==> src/rtl/dmem_arbiter.sv <==
// dmem_arbiter: shares the single-ported data memory between the pipeline
// MEM stage (port A, priority) and the debug/loader port (port B).
//
// Ports:
//   clk, rst_n                  clock, async active-low reset
//   a_req/a_we/a_addr/a_wdata   port A request (held until a_gnt)
//   a_gnt                       port A granted this cycle (combinational)
//   a_rvalid/a_rdata            port A read return, one cycle after grant
//   b_*                         same as port A, for port B
//   mem_read/mem_write          strobes to data memory (combinational)
//   mem_addr/mem_wdata          address / write data to data memory
//   mem_rdata                   read data from data memory
//
// Build option: define DMEM_ARB_STARVE_EN to add the starvation guard that
// forces a B grant after STARVE_MAX consecutive contested A grants. Without
// it, A has strict priority.
module dmem_arbiter #(
    parameter int unsigned ADDR_W     = 13,
    parameter int unsigned DATA_W     = 32,
    parameter int unsigned STARVE_MAX = 4
) (
    input  logic              clk,
    input  logic              rst_n,
    input  logic              a_req,
    input  logic              a_we,
    input  logic [ADDR_W-1:0] a_addr,
    input  logic [DATA_W-1:0] a_wdata,
    output logic              a_gnt,
    output logic              a_rvalid,
    output logic [DATA_W-1:0] a_rdata,
    input  logic              b_req,
    input  logic              b_we,
    input  logic [ADDR_W-1:0] b_addr,
    input  logic [DATA_W-1:0] b_wdata,
    output logic              b_gnt,
    output logic              b_rvalid,
    output logic [DATA_W-1:0] b_rdata,
    output logic              mem_read,
    output logic              mem_write,
    output logic [ADDR_W-1:0] mem_addr,
    output logic [DATA_W-1:0] mem_wdata,
    input  logic [DATA_W-1:0] mem_rdata
);

    localparam int unsigned CNT_W = 4;

    // Reject limits the 4-bit counter cannot represent.
    if (STARVE_MAX < 1 || STARVE_MAX > 15) begin : g_bad_starve_max
        $error("dmem_arbiter: STARVE_MAX must be in 1..15");
    end

    typedef enum logic [1:0] {
        IDLE = 2'd0,
        RD_A = 2'd1,
        RD_B = 2'd2
    } state_t;

    state_t state;
    state_t state_nxt;
    logic   force_b;

`ifdef DMEM_ARB_STARVE_EN
    logic [CNT_W-1:0] starve_cnt;

    assign force_b = (starve_cnt == CNT_W'(STARVE_MAX));

    // Counts contested A grants; any B grant or idle B clears it.
    always_ff @(posedge clk or negedge rst_n) begin
        if (!rst_n) begin
            starve_cnt <= '0;
        end else if (b_gnt || !b_req) begin
            starve_cnt <= '0;
        end else if (a_gnt && !force_b) begin
            starve_cnt <= starve_cnt + CNT_W'(1);
        end
    end
`else
    assign force_b = 1'b0;
`endif

    // Fixed priority to A, overridden when B has waited too long.
    assign a_gnt = a_req & ~(b_req & force_b);
    assign b_gnt = b_req & (~a_req | force_b);

    // Mux the winner onto the memory port; idle bus is all zeros.
    always_comb begin
        mem_read  = 1'b0;
        mem_write = 1'b0;
        mem_addr  = '0;
        mem_wdata = '0;
        if (a_gnt) begin
            mem_write = a_we;
            mem_read  = ~a_we;
            mem_addr  = a_addr;
            mem_wdata = a_wdata;
        end else if (b_gnt) begin
            mem_write = b_we;
            mem_read  = ~b_we;
            mem_addr  = b_addr;
            mem_wdata = b_wdata;
        end
    end

    // Read-owner register: remembers who gets next cycle's return.
    always_ff @(posedge clk or negedge rst_n) begin
        if (!rst_n) begin
            state <= IDLE;
        end else begin
            state <= state_nxt;
        end
    end

    always_comb begin
        state_nxt = IDLE;
        if (a_gnt && !a_we) begin
            state_nxt = RD_A;
        end else if (b_gnt && !b_we) begin
            state_nxt = RD_B;
        end
    end

    assign a_rvalid = (state == RD_A);
    assign b_rvalid = (state == RD_B);

    // Read data is captured at the end of the grant cycle and then held.
    always_ff @(posedge clk or negedge rst_n) begin
        if (!rst_n) begin
            a_rdata <= '0;
            b_rdata <= '0;
        end else begin
            if (a_gnt && !a_we) begin
                a_rdata <= mem_rdata;
            end
            if (b_gnt && !b_we) begin
                b_rdata <= mem_rdata;
            end
        end
    end

endmodule

==> config.mk <==
export PLATFORM = sky130hd
export DESIGN_NAME = dmem_arbiter
export DESIGN_NICKNAME = d
export VERILOG_FILES = /design/src/rtl/dmem_arbiter.sv
export SDC_FILE = /design/constraint.sdc
export NUM_CORES = 1
export LEC_CHECK = 0
export CAP_MARGIN = 40
export CORE_ASPECT_RATIO = 1.5
export CORE_MARGIN = 2
export CORE_UTILIZATION = 29
export DETAILED_ROUTE_END_ITERATION = 8
export MAX_ROUTING_LAYER = met4
export PLACE_DENSITY = 0.76
export SLEW_MARGIN = 5
export SYNTH_ARGS = -nofsm -noshare
export SYNTH_HDL_FRONTEND = slang
export SYNTH_SLANG_ARGS = --single-unit
==> constraint.sdc <==
create_clock -name clk -period 0.8 [get_ports clk]
set_input_delay 0.08 -clock clk [delete_from_list [all_inputs] [get_ports clk]]
set_output_delay 0.08 -clock clk [all_outputs]
set_load 0.01 [all_outputs]
# Word level (Yosys, flattened, before mapping)
# Index checks and enable logic that the tools add are counted.
classes:
  bitwise_logic: 4
  eq_ne: 2
  mux: 10
  n_reduce_logical: 4
ops:
  columns: ["operator", "n"]
  rows:
  - ["two-way mux 32 bit", 2]
  - ["two-way mux 13 bit", 2]
  - ["two-way mux 1 bit", 4]
  - ["two-way mux 2 bit", 2]
  - ["NOT 1 bit", 3]
  - ["== test 2 x 1 -> 1 bit, second input constant", 1]
  - ["== test 2 bit, second input constant", 1]
  - ["logical AND 1 bit", 2]
  - ["zero test 1 bit", 2]
  - ["bitwise AND 1 bit", 1]
word_totals:
  regBits: 66
  out_inout_bits: 115
  wordCells: 23

# Logic depth before layout (Yosys ltp)
logic_depth:
  depth_word: 5
  ltp_mapped: 4

# Worst setup path after synthesis
# No wires, ideal clock.
synth_timing:
  path_kind: "input -> register"
  startpoint: "input a_req"
  endpoint: "register b_rdata[10]"
  stages: 3
  arrival_ns: 0.933
  n_path_buf: 1
  path_slack_ns: -0.258
  path_cell_list: "nor3b_4 buf_6 mux2_2"
synth_via:
  elab_chain_len: 3
synth_lines:
  columns: ["item", "line", "text"]
  rows:
  - ["start: declaration", "24", "input logic a_req,"]
  - ["NOT 1 bit", "83", "assign b_gnt = b_req & (~a_req | force_b);"]
  - ["bitwise AND 1 bit", "83", null]
  - ["logical AND 1 bit", "134", "if (b_gnt && !b_we) begin"]
  - ["end signal: assignment", "135", "b_rdata <= mem_rdata;"]
  - ["end: declaration", "37", "output logic [DATA_W-1:0] b_rdata,"]
# Every way passes these cells.
# A chain may end at the register's enable or synchronous reset.

# Worst setup path after layout
layout_timing:
  startpoint: "input b_req"
  endpoint: "output mem_wdata[3]"
layout_via:
  elab_chain_len: 3
layout_lines:
  columns: ["item", "line", "text"]
  rows:
  - ["start: declaration", "31", "input logic b_req,"]
  - ["bitwise AND 1 bit", "83", null]
  - ["two-way mux 32 bit", "96", "end else if (b_gnt) begin"]
  - ["two-way mux 32 bit", "91", "if (a_gnt) begin"]
  - ["end: declaration", "41", "output logic [DATA_W-1:0] mem_wdata,"]
# Every way passes these cells.

==> results.ini <==
[die]
dieArea_um2 = 11000
die_w_um = 86.2
die_h_um = 127
core_um2 = 10000
start_util_pct = 29.4
rows = 45
num_io_pins = 243

[routing]
avgRoutedWirePerCell_um = 22.2
totalWireLength_um = 14100
via_per_inst = 4.87
drt-initial-drc-count = 74
drtAntennaViolNets = 0
drt_first_pass_iters = 4
vias = 3092
highest_layer = met4
dr_wl_met2_um = 7370
route.met3.wl_um = 1110
route.detailed.drc = 0
wl_met1_um = 5460

[worst_setup_path]
cp.buffers_inverters = 5
worstSetupEndpointType = primary output
critPathKind = primary input to primary output
crit_fanout = 8
critPathArrivalTime_ns = 1.06
critPathMaxStageDelay_ns = 0.25
crit_chain = buf_6 > nor2b_4 > buf_6 > buf_12 > buf_12 > a22o_4 > buf_6
cp_data_required_time_ns = 0.72
slowest_stage = a22o_4
cp-start-kind = primary input
crit_family = buffers and inverters
crit_path_frequent_cell = buf_6

[run_status]
violations = negative setup slack
status = finished with violations

[clocking]
cts_sinks = 66
clk_pin_slew_ns = 0.05
ctsHtreeMaxLevel = 3
cts_root_buf = clkbuf_16
cts_tree = yes
cts_max_path_buffers = 2
numCtsBuffers = 9
clock_latency_ns = 0.32

[synth]
yosysMostFrequentCell = dfrtp_1
synthFlopType = dfrtp_1
yosysTopAreaCell = dfrtp_1
yosys_warnings = 0
synth_edf_count = 0
synth_commonest_cells = dfrtp_1 (66), mux2_2 (62), a22o_1 (46), buf_2 (11)
syn_nets = 330
ys_top_cells_by_area = dfrtp_1 (56%), mux2_2 (24%), a22o_1 (14%)
async_flop_share_pct = 100
yosysTopAreaCellShare_pct = 56.1
synthCells = 202
synth.distinct_cells = 13
syn_avg_cell_area_um2 = 14.6
seq_area_frac_synth_pct = 56.1
synth_area_um2 = 2940
synth_seq_cells = 66

[sta]
period_share_pct = 142
fmax_ghz = 0.880
setup_viol = 162
timing.clock.skew_ns = 0
maxSlewHeadroom_pct = 76.0
slew_viol_final = 0
rsz0062_at_grt = true
final.min_clock_period_ns = 1.14
fin_ws_ns = -0.337
hold_viol_final = 0
tns_ns = -27.17
tightest_slew_ns = 0.360

[pwr]
power_density_nw_per_um2 = 1890
peakVddDrop_v = 0.00174
leakage_uw = 0.00328

[global_route]
first_global_vias = 3345
track_usage_pct = 25.4
grt_pass1_wl_um = 20000
overflow = 0
antenna_found_initial = 1
grt_max_degree = 67

[hold_path]
hp-class = primary input to async pin

[finish]
layout-drive-gt1-share_pct = 56.5
fillers = 758
nNetsFinal = 642
area_growth_syn_to_layout_pct = 128
finalNonFillerCells = 635

[place]
placed_cells = 555
place_congestion = 0.783
place_hpwl_um = 8940
portBuffers = 242

[flow_run]
maxCapViolations = 0

worst min-delay path: stages:
cell	delay, ns
dlygate4sd3_1	0.51
buf_2	0.12
buf_12	0.32
cell usage in the layout (no fill, tap or decap):
master,synthesis,routed
a21o_1,1,1
a22o_1,46,30
a22o_4,0,16
buf_12,0,10
buf_16,0,8
buf_2,11,77
buf_4,1,37
buf_6,3,60
buf_8,0,1
bufbuf_16,0,1
bufinv_16,0,1
clkbuf_16,0,10
clkbuf_8,0,2
clkdlybuf4s50_1,0,120
clkinv_2,0,2
dfrtp_1,66,66
diode_2,0,1
dlygate4sd2_1,0,3
dlygate4sd3_1,0,1
inv_1,2,2
mux2_2,62,6
mux2_4,0,58
nand2b_4,0,1
nor2b_1,3,2
nor2b_4,0,1
nor3b_4,1,1
power breakdown:
group / internal [µW] / switching (µW)
logic: 2950 / 1590
registers: 3900 / 347
clock network: 2530 / 1360
total: 9380 / 3300
layout make-up:
type	instances	area, µm²	area share, %
diodes	1	2.50	0.0373
clock buffers	11	253	3.76
clock inverters	3	40.0	0.596
inverters	2	7.51	0.112
multi-input cells	116	1550	23.0
flip-flops and latches	66	1650	24.6
well taps	117	146	2.18
repair buffers	319	3070	45.7
timing repair:
| action | CTS | global route |
|---|---|---|
| cloned | 12 | 1 |
| resized for setup | 592 | 28 |
| setup buffers | 29 | 29 |
| pin swaps | 10 | 5 |
| endpoints found under the setup margin | 180 | 175 |
| hold endpoints to repair | 66 | 0 |
| hold buffers | 1 | 0 |
flip-flops by register name, indices dropped and copies added (netlist names):
register,count
b_rdata,32
state,2
a_rdata,32
stage by stage:
stage               power, µW  worst slack [ns]  cell area (µm²)  utilization [%]  hold slack [ns]
detailed placement       8010             -1.15             5610             55.9            0.129
CTS                     12300            -0.334             6480             64.6            0.320
global placement         7950             -1.12             5610             55.9            0.119
finish                  12700            -0.337             6720             67.0            0.305
global route            13200            -0.348             6720             67.0            0.338
floorplan                5510            -0.258             3050                -           -0.216
kinds of logic after synthesis:
family	count (synthesis)	synth area share [%]
DFF	66	56.1
AOI/OAI and AO/OA	47	14.0
and+or+nand+nor	5	1.49
buffers and inverters	20	3.91
muxes	64	24.5
per-layer routing:
layer	up-vias	track usage (%)
met5	-	-
met4	0	6.16
met3	13	6.98
met2	178	44.0
met1	1515	29.1
li1	1386	-
path summary, 6_finish.rpt:
kind | startpoint | end | slack, ns | cells past startpoint
setup / recovery | b_req | mem_wdata[3] | -0.34 | 7
hold / removal | rst_n | b_rdata[28] | 0.30 | 3
setup reg to reg | b_rdata[28] | b_rdata[28] | -0.11 | 2
hold reg to reg | a_rdata[22] | a_rdata[22] | 0.50 | 1
max in group asynchronous | rst_n | a_rdata[17] | 0.20 | 3
min in group clk | b_we | state[1] | 0.39 | 5
(Power assumes the default switching activity.)
